<file path="config.mk">
export PLATFORM = sky130hd
export DESIGN_NAME = mul_share_arbiter
export DESIGN_NICKNAME = d
export VERILOG_FILES = /design/src/rtl/mul_arb_pkg.sv /design/src/rtl/multiplier.sv /design/src/rtl/rr_arbiter.sv /design/src/rtl/mul_share_arbiter.sv
export SDC_FILE = /design/constraint.sdc
export NUM_CORES = 2
export LEC_CHECK = 0
export CORE_MARGIN = 1.5
export CORE_UTILIZATION = 55
export DETAILED_ROUTE_END_ITERATION = 7
export GPL_ROUTABILITY_DRIVEN = 0
export PLACE_DENSITY = 0.83
export SETUP_SLACK_MARGIN = 0.3
export SYNTH_ARGS = -nofsm -noshare
export SYNTH_HDL_FRONTEND = slang
export SYNTH_HIERARCHICAL = 1
export SYNTH_SLANG_ARGS = --single-unit
</file>
<file path="constraint.sdc">
create_clock -name clk -period 23.8 [get_ports clk]
set_input_delay 3.57 -clock clk [delete_from_list [all_inputs] [get_ports clk]]
set_output_delay 3.57 -clock clk [all_outputs]
set_load 0.02 [all_outputs]
</file>
<file path="src/rtl/mul_arb_pkg.sv">
// Shared state type, sizing constants and the round-robin pick helper for mul_share_arbiter.
package mul_arb_pkg;

    typedef enum logic [1:0] {
        IDLE = 2'd0,
        CALC = 2'd1,
        DONE = 2'd2
    } state_t;

    localparam int N_REQ_MAX = 8;
    localparam int PTR_W     = $clog2(N_REQ_MAX);

    // Unused high valid bits must be zero, so rotating over all 8 slots gives modulo-N order.
    function automatic logic [N_REQ_MAX-1:0] rr_pick(input logic [N_REQ_MAX-1:0] valid,
                                                      input logic [PTR_W-1:0]     ptr);
        logic [N_REQ_MAX-1:0] grant;
        logic [PTR_W-1:0]     idx;
        grant = '0;
        for (int k = N_REQ_MAX; k >= 1; k--) begin
            idx = ptr + PTR_W'(k);
            if (valid[idx]) grant = N_REQ_MAX'(1) << idx;
        end
        return grant;
    endfunction

endpackage

</file>
<file path="src/rtl/multiplier.sv">
// Combinational multiplier: float (ARITH_TYPE=0, truncating, zero-exponent inputs give zero,
// no inf/NaN handling) or signed fixed point Q(INTEGER.FRACTION) (ARITH_TYPE=1, wrapping).
module multiplier #(
    parameter int ARITH_TYPE = 0,
    parameter int DATA_WIDTH = 32,
    parameter int E          = 8,
    parameter int M          = 23,
    parameter int INTEGER    = 12,
    parameter int FRACTION   = 20
)(
    input  logic [DATA_WIDTH-1:0] a,
    input  logic [DATA_WIDTH-1:0] b,
    output logic [DATA_WIDTH-1:0] result
);

    generate
        if (ARITH_TYPE == 1) begin : g_fixed
            logic signed [2*DATA_WIDTH-1:0] full;
            logic                           unused_fixed;

            assign full   = (2*DATA_WIDTH)'($signed(a)) * (2*DATA_WIDTH)'($signed(b));
            assign result = DATA_WIDTH'(full[FRACTION +: INTEGER+FRACTION]);
            assign unused_fixed = ^{full[2*DATA_WIDTH-1:INTEGER+2*FRACTION], full[FRACTION-1:0],
                                    ((1 + E + M) != DATA_WIDTH)};
        end else begin : g_float
            localparam int BIAS = (1 << (E-1)) - 1;
            logic           sign;
            logic [E-1:0]   ea, eb;
            logic [M:0]     ma, mb;
            logic [2*M+1:0] prod;
            logic [E+1:0]   exp_sum;
            logic [M-1:0]   mant;
            logic           zero;
            logic           unused_float;

            assign sign    = a[DATA_WIDTH-1] ^ b[DATA_WIDTH-1];
            assign ea      = a[M +: E];
            assign eb      = b[M +: E];
            assign ma      = {1'b1, a[M-1:0]};
            assign mb      = {1'b1, b[M-1:0]};
            assign prod    = (2*M+2)'(ma) * (2*M+2)'(mb);
            // Significand product lies in [1,4); the top bit selects the one-place renormalisation.
            assign mant    = prod[2*M+1] ? prod[2*M -: M] : prod[2*M-1 -: M];
            assign exp_sum = (E+2)'(ea) + (E+2)'(eb) + (E+2)'(prod[2*M+1]) - (E+2)'(BIAS);
            assign zero    = (ea == '0) || (eb == '0);
            assign result  = zero ? '0 : DATA_WIDTH'({sign, exp_sum[E-1:0], mant});
            assign unused_float = ^{exp_sum[E+1:E], prod[M-1:0], ((INTEGER + FRACTION) != DATA_WIDTH)};
        end
    endgenerate

endmodule

</file>
<file path="src/rtl/rr_arbiter.sv">
// One-hot request arbiter. Round-robin from ptr+1 by default; with MUL_ARB_FIXED_PRIO_EN defined
// the lowest index always wins and the ptr input does not exist.
module rr_arbiter
    import mul_arb_pkg::*;
#(
    parameter int N = 4,
    localparam int ID_W = $clog2(N)
)(
    input  logic [N-1:0]    valid,
`ifdef MUL_ARB_FIXED_PRIO_EN
`else
    input  logic [ID_W-1:0] ptr,
`endif
    output logic [N-1:0]    grant,
    output logic [ID_W-1:0] grant_id
);

    logic [N_REQ_MAX-1:0] pick;

`ifdef MUL_ARB_FIXED_PRIO_EN
    always_comb begin
        pick = '0;
        for (int k = N-1; k >= 0; k--) begin
            if (valid[k]) pick = N_REQ_MAX'(1) << k;
        end
    end
`else
    always_comb pick = rr_pick(N_REQ_MAX'(valid), PTR_W'(ptr));
`endif

    always_comb begin
        grant_id = '0;
        for (int k = 0; k < N_REQ_MAX; k++) begin
            if (pick[k]) grant_id = ID_W'(k);
        end
    end

    assign grant = pick[N-1:0];

endmodule

</file>
<file path="src/rtl/mul_share_arbiter.sv">
// Shares one multiplier among N_REQ requesters with valid/ready handshakes and ID-tagged results.
// Build option: MUL_ARB_FIXED_PRIO_EN replaces round-robin with lowest-index-first priority.
module mul_share_arbiter
    import mul_arb_pkg::*;
#(
    parameter int ARITH_TYPE = 0,
    parameter int DATA_WIDTH = 32,
    parameter int E          = 8,
    parameter int M          = 23,
    parameter int INTEGER    = 12,
    parameter int FRACTION   = 20,
    parameter int N_REQ      = 4
)(
    input  logic                        clk,
    input  logic                        rst_n,
    input  logic [N_REQ-1:0]            req_valid,
    output logic [N_REQ-1:0]            req_ready,
    input  logic [N_REQ*DATA_WIDTH-1:0] req_a,
    input  logic [N_REQ*DATA_WIDTH-1:0] req_b,
    output logic                        resp_valid,
    input  logic                        resp_ready,
    output logic [DATA_WIDTH-1:0]       resp_data,
    output logic [$clog2(N_REQ)-1:0]    resp_id
);

    localparam int ID_W = $clog2(N_REQ);

    state_t                state_q, state_d;
    logic [N_REQ-1:0]      grant;
    logic [ID_W-1:0]       grant_id;
    logic                  arb_en;
    logic                  xfer;
    logic [DATA_WIDTH-1:0] a_p0, b_p0, prod;
    logic [ID_W-1:0]       id_p0;

`ifdef MUL_ARB_FIXED_PRIO_EN
    rr_arbiter #(.N(N_REQ)) u_arb (
        .valid    (req_valid),
        .grant    (grant),
        .grant_id (grant_id)
    );
`else
    logic [ID_W-1:0] rr_ptr;

    rr_arbiter #(.N(N_REQ)) u_arb (
        .valid    (req_valid),
        .ptr      (rr_ptr),
        .grant    (grant),
        .grant_id (grant_id)
    );

    always_ff @(posedge clk or negedge rst_n) begin
        if (!rst_n)    rr_ptr <= ID_W'(N_REQ-1);
        else if (xfer) rr_ptr <= grant_id;
    end
`endif

    // A finished result frees the multiplier in the same cycle it is consumed, allowing back-to-back grants.
    always_comb begin
        arb_en    = rst_n && ((state_q == IDLE) || ((state_q == DONE) && resp_ready));
        req_ready = arb_en ? grant : '0;
        xfer      = |req_ready;
        state_d   = state_q;
        case (state_q)
            IDLE:    if (xfer) state_d = CALC;
            CALC:    state_d = DONE;
            DONE:    if (resp_ready) state_d = xfer ? CALC : IDLE;
            default: state_d = IDLE;
        endcase
    end

    always_ff @(posedge clk or negedge rst_n) begin
        if (!rst_n) state_q <= IDLE;
        else        state_q <= state_d;
    end

    // Stage p0: operands of the granted requester isolate the multiplier input cone
    always_ff @(posedge clk) begin
        if (xfer) begin
            a_p0  <= req_a[int'(grant_id)*DATA_WIDTH +: DATA_WIDTH];
            b_p0  <= req_b[int'(grant_id)*DATA_WIDTH +: DATA_WIDTH];
            id_p0 <= grant_id;
        end
    end

    multiplier #(
        .ARITH_TYPE (ARITH_TYPE),
        .DATA_WIDTH (DATA_WIDTH),
        .E          (E),
        .M          (M),
        .INTEGER    (INTEGER),
        .FRACTION   (FRACTION)
    ) u_mul (
        .a      (a_p0),
        .b      (b_p0),
        .result (prod)
    );

    // Stage p1: registered product and tag, held until the consumer accepts
    always_ff @(posedge clk or negedge rst_n) begin
        if (!rst_n) begin
            resp_valid <= 1'b0;
            resp_data  <= '0;
            resp_id    <= '0;
        end else if (state_q == CALC) begin
            resp_valid <= 1'b1;
            resp_data  <= prod;
            resp_id    <= id_p0;
        end else if ((state_q == DONE) && resp_ready) begin
            resp_valid <= 1'b0;
        end
    end

endmodule

</file>
==> out/summary.txt <==
Most frequent cells in the layout - 572 x inv_1, 482 x fa_1, 344 x nand2_1
Final hold vios - 0
Clock buffer count from CTS - 9
Hold wc startpoint - id_p0[1]
Crit path max-delay family - buffers and inverters
Sequential fraction of the synthesis area - 0.120
CP required - 20230 ps
Pin count of the biggest net entering global routing - 69
Post-CTS Repair Setup Buffers - 0
Final Net Count - 3673
Crit Path Class - primary input to primary output
Final Max Tran Viols - 0
Post-DP HPWL - 52200 um
Placed cells - 3319
Post-synth net total - 3457
PortBufs - 301
Clock sink count - 105
Final Cycle Share - 0.421
Most common cell after layout, fill and taps aside - inv_1
First-pass GRT wire length - 110000 um
Min Tclk post-route - 10030 ps
DRT Pass-1 Iters - 6
Hold slack - 485 ps
Vias in the first global route - 21300
EDFF count, synth - 66
Clock latency on the worst-skew pair - 370 ps
Top-area cell type share of the netlist area - 0.390
Core area - 44300 sq um
Row count - 77
Seq cells post-synth - 105
Post-synth top area cell - fa_1
CTS H-tree lvls - 3
Hold Crit Class - flop to flop
Area post-placement - 28200 sq um
Layout Cells excl Fill - 3336
Crit start category - primary input
CTS Hold Bufs - 0
Cells after synthesis - 2522
Vias per inst - 5.75
CTS tree - built
Max_cap viols - 0
CP max stage delay - 610 ps
RSZ-0062 raised after global routing - no
Initial drt markers - 1432
CP cell instances - clkdlybuf4s50_1, mux4_2, and2_1, o32a_1, a21oi_1, a211o_1, and2_1, clkdlybuf4s50_1
Die footprint - 46300 sq um
Mean Syn Cell Area - 9.82 sq um
Outcome - complete, no violations
Synth warn - 6
Antenna violation net count after detailed routing - 0
Final setup viols - 0
Wirelength per Cell - 20.0 um
Slew margin rel. - 0.150
Worst setup EP type - primary output
Ranking of synthesized cells by area - fa_1 39%, ha_1 9.6%, inv_1 8.7%
Cell area after synthesis - 24800 sq um
Post-CTS sizing - 0
Global route overflow - 0
CP max FO - 7
All-layer global routing usage - 0.302
CP max stage cell - clkdlybuf4s50_1
Initial antenna violation count - 1
Die Width - 215 um
Worst Path Arrival - 6460 ps
Area grow syn2layout - 15.1%
Vias - 19200
Share of cells above drive strength 1 - 0.0540
Clk pin slew, worst setup/hold paths - 80 ps
Clock skew - 16.4 ps
CP bufs+invs - 2
F_max - 99.7 MHz
Post-Layout Inst Area - 28500 sq um
Final TNS setup - 0 ps
Netlist cell types - 82
Worst-Margin Slew - 1270 ps
Drc violations - 0
CP startpoint - req_valid[0]
Ys async rst share - 0.371
Top_reg_cell synth - edfxtp_1
Chip height - 215 um
Post-Route WL - 66600 um
Worst R2R Start - a_p0[4]
Clk buf depth - 2
Initial Util - 0.559
Ports - 302
Root Driver - clkbuf_16
[cell families after synthesis]
family                   share of synthesized area
XOR/XNOR                                    0.0126
AND/OR/NAND/NOR                              0.140
AO/OA/AOI/OAI                               0.0543
flip-flops                                   0.120
adder cells (fa/ha/maj)                      0.486
multiplexers                                0.0782
buffers and inverters                        0.110
[synthesized netlist by cell type, types with 3 or more instances]
| cell | count |
|---|---|
| a2111oi_0 | 4 |
| a211oi_1 | 6 |
| a21o_1 | 22 |
| a21oi_1 | 51 |
| a221oi_1 | 3 |
| a311oi_1 | 3 |
| a31oi_1 | 8 |
| a31oi_4 | 3 |
| and2_1 | 226 |
| and3_1 | 5 |
| buf_1 | 5 |
| buf_2 | 9 |
| buf_4 | 8 |
| buf_6 | 6 |
| clkbuf_1 | 99 |
| dfrtp_1 | 37 |
| edfxtp_1 | 66 |
| fa_1 | 482 |
| ha_1 | 190 |
| inv_1 | 572 |
| mux2_1 | 32 |
| mux2_2 | 5 |
| mux4_2 | 67 |
| nand2_1 | 344 |
| nand2b_1 | 4 |
| nand3_1 | 28 |
| nand4_1 | 7 |
| nand4b_1 | 4 |
| nor2_1 | 60 |
| nor2b_1 | 5 |
| nor3_1 | 9 |
| nor4_1 | 6 |
| o211ai_1 | 8 |
| o21a_1 | 6 |
| o21ai_0 | 27 |
| o21ai_1 | 4 |
| o21bai_1 | 7 |
| o22ai_1 | 3 |
| o31ai_1 | 8 |
| or2_2 | 3 |
| xnor2_1 | 21 |
| xor2_1 | 11 |
[routing by layer]
metal	vias to the layer above	share of wire	GRT usage
met4	0	0.058	0.149
li1	8185	-	-
met1	9636	0.35	0.363
met2	1105	0.51	0.525
met5	-	0	0
met3	265	0.086	0.0501
[flip-flops by register name, indices dropped and copies added (netlist names)]
signal,cells
a_p0,32
b_p0,32
id_p0,2
resp_data,32
resp_id,2
resp_valid,1
rr_ptr,2
state_q,2
[area by class of cell]
class | instances | area [sq um]
clock buffers | 10 | 229
well taps | 592 | 741
flip-flops and latches | 105 | 2960
diodes | 1 | 2.50
inverters | 575 | 2160
multi-input cells | 1714 | 19100
clock inverters | 6 | 70.1
repair buffers | 333 | 3250
fillers | 3385 | 15800
[per-stage QoR]
stage | setup WS [ps] | util
floorplan | 14980 | -
finish | 13770 | 0.643
global route | 13580 | 0.643
detailed placement | 13830 | 0.636
global placement | 13940 | 0.636
CTS | 13820 | 0.643
[path summary, 6_finish.rpt]
path                       slack (ps)             to  cells past startpoint
hold / removal                    490     resp_id[1]                      1
setup reg to reg                14020  resp_data[30]                     31
hold reg to reg                   490     resp_id[1]                      1
max in group asynchronous       19880   resp_data[9]                      1
setup / recovery                13770   req_ready[1]                      8
min in group asynchronous        3320     state_q[0]                      1
Power is not shown: default switching activity piles up to over one toggle a cycle in this logic, so the estimate is an artifact.
